[config.mk]
export PLATFORM = sky130hd
export DESIGN_NAME = usb_rx_nrzi_destuff
export DESIGN_NICKNAME = d
export VERILOG_FILES = /design/src/rtl/usb_rx_pkg.sv /design/src/rtl/usb_rx_nrzi_destuff_nrzi_decode.sv /design/src/rtl/usb_rx_nrzi_destuff.sv
export SDC_FILE = /design/constraint.sdc
export NUM_CORES = 1
export LEC_CHECK = 0
export ABC_AREA = 0
export BUFFER_PORTS_ARGS = -buffer_cell sky130_fd_sc_hd__clkbuf_2
export CAP_MARGIN = 40
export CELL_PAD_IN_SITES_DETAIL_PLACEMENT = 1
export CELL_PAD_IN_SITES_GLOBAL_PLACEMENT = 1
export CORE_MARGIN = 3
export CORE_UTILIZATION = 47
export DETAILED_ROUTE_END_ITERATION = 16
export PLACE_DENSITY_LB_ADDON = 0.05
export REMOVE_ABC_BUFFERS = 1
export SYNTH_ARGS = -nofsm -noshare
export SYNTH_HDL_FRONTEND = slang
export SYNTH_SLANG_ARGS = --single-unit
[constraint.sdc]
create_clock -name clk -period 3.7 [get_ports clk]
set_input_delay 0.37 -clock clk [delete_from_list [all_inputs] [get_ports clk]]
set_output_delay 0.37 -clock clk [all_outputs]
set_load 0.05 [all_outputs]
[src/rtl/usb_rx_pkg.sv]
// Shared types and constants for the USB receive front end (NRZI decode + bit destuffing).
package usb_rx_pkg;

  // Encoded as {dp, dm} so the raw pins cast directly onto the enum.
  typedef enum logic [1:0] {
    SE0 = 2'b00,
    K   = 2'b01,
    J   = 2'b10,
    SE1 = 2'b11
  } bus_state_t;

  typedef enum logic [2:0] {
    ST_IDLE,
    ST_SYNC,
    ST_RECV,
    ST_EOP1,
    ST_EOP2
  } rx_state_t;

  localparam int SYNC_LEN  = 8;
  localparam int STUFF_RUN = 6;

endpackage

[src/rtl/usb_rx_nrzi_destuff_nrzi_decode.sv]
// Bus-state classifier and NRZI decoder; tracks the last non-SE0 line level.
module nrzi_decode
  import usb_rx_pkg::*;
(
  input  logic       clk,
  input  logic       rst_L,
  input  logic       dp_in,
  input  logic       dm_in,
  input  logic       rx_en,
  input  logic       in_idle,
  output bus_state_t bus_state,
  output logic       is_se0,
  output logic       dec_bit
);

  bus_state_t prev_q, prev_d;
  bus_state_t level;

  always_comb begin
    bus_state = bus_state_t'({dp_in, dm_in});
    is_se0    = (bus_state == SE0) || (bus_state == SE1);
    level     = (bus_state == J) ? J : K;
    dec_bit   = (level == prev_q);
  end

  // SE0 holds the last level mid-packet; an idle or disabled receiver re-arms to J.
  always_comb begin
    prev_d = prev_q;
    if (!rx_en) begin
      prev_d = J;
    end else if (is_se0) begin
      if (in_idle) begin
        prev_d = J;
      end
    end else begin
      prev_d = level;
    end
  end

  always_ff @(posedge clk or negedge rst_L) begin
    if (!rst_L) begin
      prev_q <= J;
    end else begin
      prev_q <= prev_d;
    end
  end

endmodule

[src/rtl/usb_rx_nrzi_destuff.sv]
// USB receive front end: SYNC hunt, NRZI decode, bit destuffing and EOP detection.
// Define USB_RX_STUFF_ERR_EN to treat a 1 in a stuffed-bit slot as a stuff error.
module usb_rx_nrzi_destuff
  import usb_rx_pkg::*;
(
  input  logic clk,
  input  logic rst_L,
  input  logic dp_in,
  input  logic dm_in,
  input  logic rx_en,
  output logic inb,
  output logic recving,
  output logic pause,
  output logic rx_error
);

  rx_state_t  state_q, state_d;
  logic [2:0] sync_cnt_q, sync_cnt_d;
  logic [2:0] ones_cnt_q, ones_cnt_d;
  logic       inb_q, inb_d;
  logic       recving_q, recving_d;
  logic       pause_q, pause_d;
  logic       rx_error_q, rx_error_d;

  bus_state_t bus_state;
  logic       is_se0;
  logic       dec_bit;
  logic       in_idle;
  logic       stuff_bit;

  assign in_idle   = (state_q == ST_IDLE);
  assign stuff_bit = (ones_cnt_q == 3'(STUFF_RUN));

  nrzi_decode u_nrzi_decode (
    .clk       (clk),
    .rst_L     (rst_L),
    .dp_in     (dp_in),
    .dm_in     (dm_in),
    .rx_en     (rx_en),
    .in_idle   (in_idle),
    .bus_state (bus_state),
    .is_se0    (is_se0),
    .dec_bit   (dec_bit)
  );

  always_ff @(posedge clk or negedge rst_L) begin
    if (!rst_L) begin
      state_q    <= ST_IDLE;
      sync_cnt_q <= '0;
      ones_cnt_q <= '0;
      inb_q      <= 1'b0;
      recving_q  <= 1'b0;
      pause_q    <= 1'b0;
      rx_error_q <= 1'b0;
    end else begin
      state_q    <= state_d;
      sync_cnt_q <= sync_cnt_d;
      ones_cnt_q <= ones_cnt_d;
      inb_q      <= inb_d;
      recving_q  <= recving_d;
      pause_q    <= pause_d;
      rx_error_q <= rx_error_d;
    end
  end

  always_comb begin
    state_d    = state_q;
    sync_cnt_d = sync_cnt_q;
    ones_cnt_d = ones_cnt_q;
    if (!rx_en) begin
      state_d    = ST_IDLE;
      sync_cnt_d = '0;
      ones_cnt_d = '0;
    end else begin
      case (state_q)
        ST_IDLE: begin
          sync_cnt_d = '0;
          ones_cnt_d = '0;
          // A K following J decodes as 0: the first SYNC bit.
          if (bus_state == K && !dec_bit) begin
            state_d    = ST_SYNC;
            sync_cnt_d = 3'd1;
          end
        end
        ST_SYNC: begin
          if (is_se0) begin
            state_d    = ST_IDLE;
            sync_cnt_d = '0;
          end else if (sync_cnt_q == 3'(SYNC_LEN - 1)) begin
            state_d    = dec_bit ? ST_RECV : ST_IDLE;
            sync_cnt_d = '0;
            ones_cnt_d = '0;
          end else if (!dec_bit) begin
            sync_cnt_d = sync_cnt_q + 3'd1;
          end else begin
            state_d    = ST_IDLE;
            sync_cnt_d = '0;
          end
        end
        ST_RECV: begin
          if (is_se0) begin
            state_d    = ST_EOP1;
            ones_cnt_d = '0;
          end else if (stuff_bit) begin
            ones_cnt_d = '0;
`ifdef USB_RX_STUFF_ERR_EN
            if (dec_bit) begin
              state_d = ST_IDLE;
            end
`endif
          end else if (dec_bit) begin
            ones_cnt_d = ones_cnt_q + 3'd1;
          end else begin
            ones_cnt_d = '0;
          end
        end
        ST_EOP1: state_d = is_se0 ? ST_EOP2 : ST_IDLE;
        ST_EOP2: state_d = ST_IDLE;
        default: state_d = ST_IDLE;
      endcase
    end
  end

  always_comb begin
    inb_d      = 1'b0;
    recving_d  = 1'b0;
    pause_d    = 1'b0;
    rx_error_d = 1'b0;
    if (rx_en) begin
      case (state_q)
        ST_RECV: begin
          // SE0 drops recving with no pause even when a stuffed bit was due.
          if (!is_se0) begin
`ifdef USB_RX_STUFF_ERR_EN
            if (stuff_bit && dec_bit) begin
              rx_error_d = 1'b1;
            end else begin
              recving_d = 1'b1;
              inb_d     = dec_bit;
              pause_d   = stuff_bit;
            end
`else
            recving_d = 1'b1;
            inb_d     = dec_bit;
            pause_d   = stuff_bit;
`endif
          end
        end
        ST_EOP1: rx_error_d = !is_se0;
        ST_EOP2: rx_error_d = (bus_state != J);
        default: ;
      endcase
    end
  end

  assign inb      = inb_q;
  assign recving  = recving_q;
  assign pause    = pause_q;
  assign rx_error = rx_error_q;

endmodule

* Yosys cells after proc, flatten, opt, wreduce, memory -nomap -nowiden
Index checks and enable logic that the tools add are counted.
** Storage, ports and cells
- Output and inout port bits :: 4
- Bits in registers :: 15
- Input port bits :: 5
- Word-level logic and storage cells :: 74
** Cells by class
- Eq/ne operators :: 19
- Mux-type cells :: 37
- Reduce and logical (&&, ||, !) cells :: 8
- Add/subtract/negate cells :: 2
** Operators with widths (count)
- two-way mux 3 bit :: 17
- one-hot mux 3 bit (4 select lines) :: 1
- two-way mux 1 bit :: 11
- two-way mux 2 bit :: 5
- equality test 3 bit (second input constant) :: 3
- inequality test 3 bit (second input constant) :: 3
- one-hot mux 3 bit (3 select lines) :: 1
- adder 3 x 1 -> 3 bit (second input constant) :: 2
- equality test 3 x 2 -> 1 bit (second input constant) :: 2
- inequality test 3 x 2 -> 1 bit (second input constant) :: 2
- one-hot mux 3 bit (2 select lines) :: 1
- AND reduction 3 bit :: 2
- inequality test 5 bit (second input constant) :: 1
- equality test 2 bit (second input constant) :: 2
- inequality test 4 x 1 -> 1 bit (second input constant) :: 1
- equality test 3 x 1 -> 1 bit (second input constant) :: 1
- logical NOT 3 bit :: 1
- inequality test 3 x 1 -> 1 bit (second input constant) :: 1
- equality test 2 x 1 -> 1 bit (second input constant) :: 1
- equality test 2 bit :: 1
- logical NOT 1 bit :: 2
- logical NOT 2 bit :: 1
- inequality test 2 bit (second input constant) :: 1
- one-hot mux 1 bit (2 select lines) :: 1
- 2 further kinds :: 2

* Logic depth before layout (Yosys ltp)
- Depth after elaboration :: 8
- Mapped depth :: 5
- Depth with buffers taken out :: 5

* Hierarchy
Synthesis repeated with hierarchy kept, for this count alone.
** Second synthesis, totals
- Cells, all modules :: 88
- Area total of the unflattened synthesis :: 923.4 sq um
** By module, submodules not included
- usb_rx_nrzi_destuff :: seq. area each 325.3 sq um, instances 1, area each 737.0 sq um, cells each 69
- nrzi_decode :: seq. area each 51.3 sq um, instances 1, area each 186.4 sq um, cells each 19

* Least setup slack after synthesis
OpenSTA, ideal clock, no wires.
- Path kind :: in2reg
- Start point :: input port dm_in
- End point :: register ones_cnt_q[2]
- Stages on the path :: 5
- Data required time :: 3.574 ns
- Path slack :: 2.193 ns
- Arrival :: 1.381 ns
- Cells stage by stage :: inv_1 > ha_1 > and3b_4 > o211a_4 > a311o_1
** On the way
- Cells in the longest elaborated chain, start to end :: 8
- Elaborated cells between the ends (all ways) :: 13
** Ends and longest elaborated chain
- start: declaration :: line usb_rx_nrzi_destuff.sv:9 : input logic dm_in,
- equality test 2 bit :: line usb_rx_nrzi_destuff_nrzi_decode.sv:22 : level = (bus_state == J) ? J : K;
- two-way mux 2 bit :: line usb_rx_nrzi_destuff_nrzi_decode.sv:22
- equality test 2 bit :: line usb_rx_nrzi_destuff_nrzi_decode.sv:23 : dec_bit = (level == prev_q);
- two-way mux 3 bit :: line usb_rx_nrzi_destuff.sv:111 : end else if (dec_bit) begin
- two-way mux 3 bit :: line usb_rx_nrzi_destuff.sv:104 : end else if (stuff_bit) begin
- two-way mux 3 bit :: line usb_rx_nrzi_destuff.sv:101 : if (is_se0) begin
- one-hot mux 3 bit (3 select lines) :: line usb_rx_nrzi_destuff.sv:75 : case (state_q)
- two-way mux 3 bit :: line usb_rx_nrzi_destuff.sv:70 : if (!rx_en) begin
- end signal: assignment :: line usb_rx_nrzi_destuff.sv:58 : ones_cnt_q <= ones_cnt_d;
- end: declaration :: line usb_rx_nrzi_destuff.sv:19 : logic [2:0] ones_cnt_q, ones_cnt_d;
Parallel ways exist; a longest one is shown, timed or not.
A chain may end at the register's enable or synchronous reset.

* Worst setup path in the final report
- Start point :: register sync_cnt_q[0]
- End point :: register sync_cnt_q[0]
** On the way
- Cells in the longest elaborated chain, start to end :: 6
- Elaborated cells between the ends (all ways) :: 7
** Ends and longest elaborated chain
- start: declaration :: line usb_rx_nrzi_destuff.sv:18 : logic [2:0] sync_cnt_q, sync_cnt_d;
- start signal: assignment :: line usb_rx_nrzi_destuff.sv:57 : sync_cnt_q <= sync_cnt_d;
- adder 3 x 1 -> 3 bit :: line usb_rx_nrzi_destuff.sv:94 : sync_cnt_d = sync_cnt_q + 3'd1;
- two-way mux 3 bit :: line usb_rx_nrzi_destuff.sv:93 : end else if (!dec_bit) begin
- two-way mux 3 bit (*) :: line usb_rx_nrzi_destuff.sv:89 : end else if (sync_cnt_q == 3'(SYNC_LEN - 1)) begin
- two-way mux 3 bit (*) :: line usb_rx_nrzi_destuff.sv:86 : if (is_se0) begin
- one-hot mux 3 bit (2 select lines) (*) :: line usb_rx_nrzi_destuff.sv:75
- two-way mux 3 bit (*) :: line usb_rx_nrzi_destuff.sv:70
Every way passes the cells marked *; elsewhere a longest branch is shown, timed or not.

==> results.py <==
metrics = {
    "logic_synthesis": {
        "ys_seq_area_share_pct": 43.5,
        "synth_top_family_by_area": "simple AND/OR/NAND/NOR gates",
        "synth_area_per_cell_sq_um": 10.7,
        "synthFlopType": "dfrtp_1",
        "synth-seq-cells": 15,
        "syn-cell-area_sq_um": 866,
        "synthMuxAreaShare_pct": 1.16,
        "synth_edf_count": 0,
        "synthDistinctLibCells": 36,
        "synth-simple-area-share_pct": 22.1,
        "async_flop_share_pct": 100,
        "synth-xor-area-share_pct": 0,
        "synth_adder_area_share_pct": 8.67,
        "postSynthCellCount": 81,
        "synth_compound_area_share_pct": 19.5,
        "synth_warnings": 0,
    },
    "global_routing": {
        "grt_usage_pct": 16.7,
        "grt_pass1_vias": 692,
        "grt_pass1_wl_um": 3130,
        "antenna_found_initial": 0,
        "grt.overflow.total": 0,
        "grt_max_degree": 16,
    },
    "setup_path": {
        "arrival_ns": 1.83,
        "critPathSlowestCell": "dfrtp_1",
        "start_kind": "register",
        "end_kind": "register",
        "r2r_slack_ns": 2.06,
        "slowest_delay_ns": 0.41,
        "cp_max_fo": 5,
        "critPathKind": "register to register",
        "cpLargestDelayFamily": "adder cells",
        "cp_data_required_time_ns": 3.89,
        "crit_top_cell": "ha_1",
        "cp_cell_sequence": "ha_1 -> ha_1 -> nor4b_1 -> a21oi_1 -> o32ai_1",
        "critPathBufInv": 0,
    },
    "pwr": {
        "powerDensity_nw_per_um2": 309,
        "finalPower_w": 0.000295,
        "peakVddDrop_v": 0.000152,
        "leakage_nw": 0.465,
    },
    "layout": {
        "fin_cells": 115,
        "fin_util_pct": 59.1,
        "seq_area_sq_um": 377,
        "n_fill_cell": 192,
        "nets": 103,
        "diodes": 0,
        "drive_gt1_share_pct": 20.9,
        "multi_input_area_sq_um": 445,
        "area_delta_synth_final_pct": 9.97,
    },
    "timing": {
        "period_minus_slack_ns": 1.64,
        "timing.slew.headroom_pct": 72.6,
        "worst_slew_pin_slew_ns": 0.410,
        "final_max_slew_viol_count": 0,
        "clock_skew_ns": 0.00654,
        "min_period_over_period_pct": 44.2,
        "fin_setup_tns_ns": 0,
        "fmax_mhz": 611,
        "hold_viol": 0,
        "rsz0062_at_grt": "false",
        "setup_viol": 0,
        "layout_setup_ws_ns": 2.06,
    },
    "die": {
        "core_sq_um": 1610,
        "initial_core_util_pct": 53.7,
        "num_rows": 14,
        "die_h_um": 48.9,
        "dieArea_sq_um": 2390,
        "ios": 9,
        "dieWidth_um": 48.9,
    },
    "routing": {
        "routedWlPerCell_um": 15.2,
        "final_antenna_net_count": 0,
        "drt-pass1-iter-count": 4,
        "drt-vias-per-instance": 5.85,
        "drcViolationCount": 0,
        "wl_um": 1750,
        "drtIter0Drc": 8,
        "route.vias.total": 673,
    },
    "placed_design": {
        "place.gp.congestion": 0.717,
        "dpl_worst_slack_ns": 1.95,
        "hpwl_um": 1370,
        "io_buffers": 8,
        "placed_cells": 110,
    },
    "clock_tree": {
        "hold_buffers": 1,
        "cts_max_path_buffers": 2,
        "clock_sinks": 15,
        "cts_resized": 0,
        "clock_latency_ns": 0.29,
        "cts_root_buf": "clkbuf_4",
        "cts-buffers-inserted": 3,
        "cts_tree": "built",
        "path_clk_slew_ns": 0.10,
        "h-tree-depth": 1,
        "post_cts_buffers": 0,
    },
    "flow_run": {
        "drv_cap": 0,
    },
    "hold_path": {
        "hp-class": "input pin to register",
    },
    "outcome": {
        "status": "complete, no violations",
    },
}
==> worst register-to-register path: stages, from the launching register on <==
cell,delay (ns)
dfrtp_1,0.41
ha_1,0.21
ha_1,0.23
nor4b_1,0.34
a21oi_1,0.08
o32ai_1,0.27
==> cells in the mapped netlist, drive strengths merged (2+ instances only) <==
master	instances	area [sq um]
o21ai	3	15.0
buf	3	21.3
nand2	5	18.8
nor2	6	25.0
a31oi	2	12.5
nor4b	2	17.5
dfrtp	14	350
a31o	2	17.5
a21oi	3	15.0
nor3b	4	40.0
ha	6	75.1
a22o	2	17.5
nor2b	4	25.0
and2	2	12.5
inv	6	22.5
==> sequential cells by signal, summed over array words and instances (netlist names) <==
name,cells
sync_cnt_q,3
rx_error,1
u_nrzi_decode.prev_q,2
state_q,3
pause,1
recving,1
ones_cnt_q,3
inb,1
==> metal layers <==
metal	global-route usage, %	vias to the layer above	routed length (um)
met5	0	-	0
met4	5.21	0	21
met3	3.98	4	55
met2	28.3	10	862
met1	21.0	343	808
li1	-	316	-
==> cell families (layout without fill, tap and decap cells) <==
family                     after synthesis  after routing
adders and majority gates                6              6
AOI/OAI and AO/OA                       21             21
muxes                                    1              1
DFF                                     15             15
and+or+nand+nor                         29             29
buffers and inverters                    9             19
==> power by group <==
part / switching (W) / internal, W
combinational: 0.0000170 / 0.0000115
sequential: 0.00000325 / 0.000166
clock: 0.0000560 / 0.0000402
==> layout by cell type (no fill, tap or decap), types with 2 or more instances in the layout <==
cell type | synthesis | final
and2_1 | 2 | 2
nor3b_1 | 2 | 2
a31oi_1 | 2 | 2
nor3b_2 | 2 | 2
clkbuf_4 | 0 | 3
nor2b_1 | 4 | 4
a31o_1 | 2 | 2
inv_1 | 6 | 6
o21ai_0 | 2 | 2
dfrtp_1 | 14 | 14
nor2_1 | 5 | 5
a21oi_1 | 3 | 3
clkbuf_2 | 0 | 8
nor4b_1 | 2 | 2
a22o_1 | 2 | 2
nand2_1 | 5 | 5
ha_1 | 6 | 6
==> per-stage QoR <==
| stage | cell area (sq um) | hold WS (ns) |
|---|---|---|
| 2_1_floorplan | 845 | 0.0744 |
| 3_3_place_gp | 915 | 0.304 |
| 3_5_place_dp | 915 | 0.303 |
| 4_1_cts | 952 | 0.384 |
| 5_1_grt | 952 | 0.379 |
| 6_report | 952 | 0.378 |
==> layout make-up <==
class,count,share of cell area (%)
tap,24,3.15
sequential,15,39.6
timing repair buffer,9,5.26
clock inverter,1,0.526
multi-input combinational,57,46.8
clock buffer,3,2.37
inverter,6,2.37
==> final timing paths <==
path | to | cells after the start | startpoint
setup reg to reg | sync_cnt_q[0]$_DFFE_PN0P_ | 5 | sync_cnt_q[0]$_DFFE_PN0P_
setup / recovery | sync_cnt_q[0]$_DFFE_PN0P_ | 5 | sync_cnt_q[0]$_DFFE_PN0P_
hold / removal | u_nrzi_decode.prev_q[1]$_DFFE_PN1P_ | 2 | rx_en
hold reg to reg | ones_cnt_q[1]$_DFFE_PN0P_ | 1 | ones_cnt_q[1]$_DFFE_PN0P_
max in group asynchronous | u_nrzi_decode.prev_q[1]$_DFFE_PN1P_ | 2 | rst_L
min in group asynchronous | u_nrzi_decode.prev_q[0]$_DFFE_PN0P_ | 2 | rst_L
No activity file was read; power rests on OpenSTA's default activity.
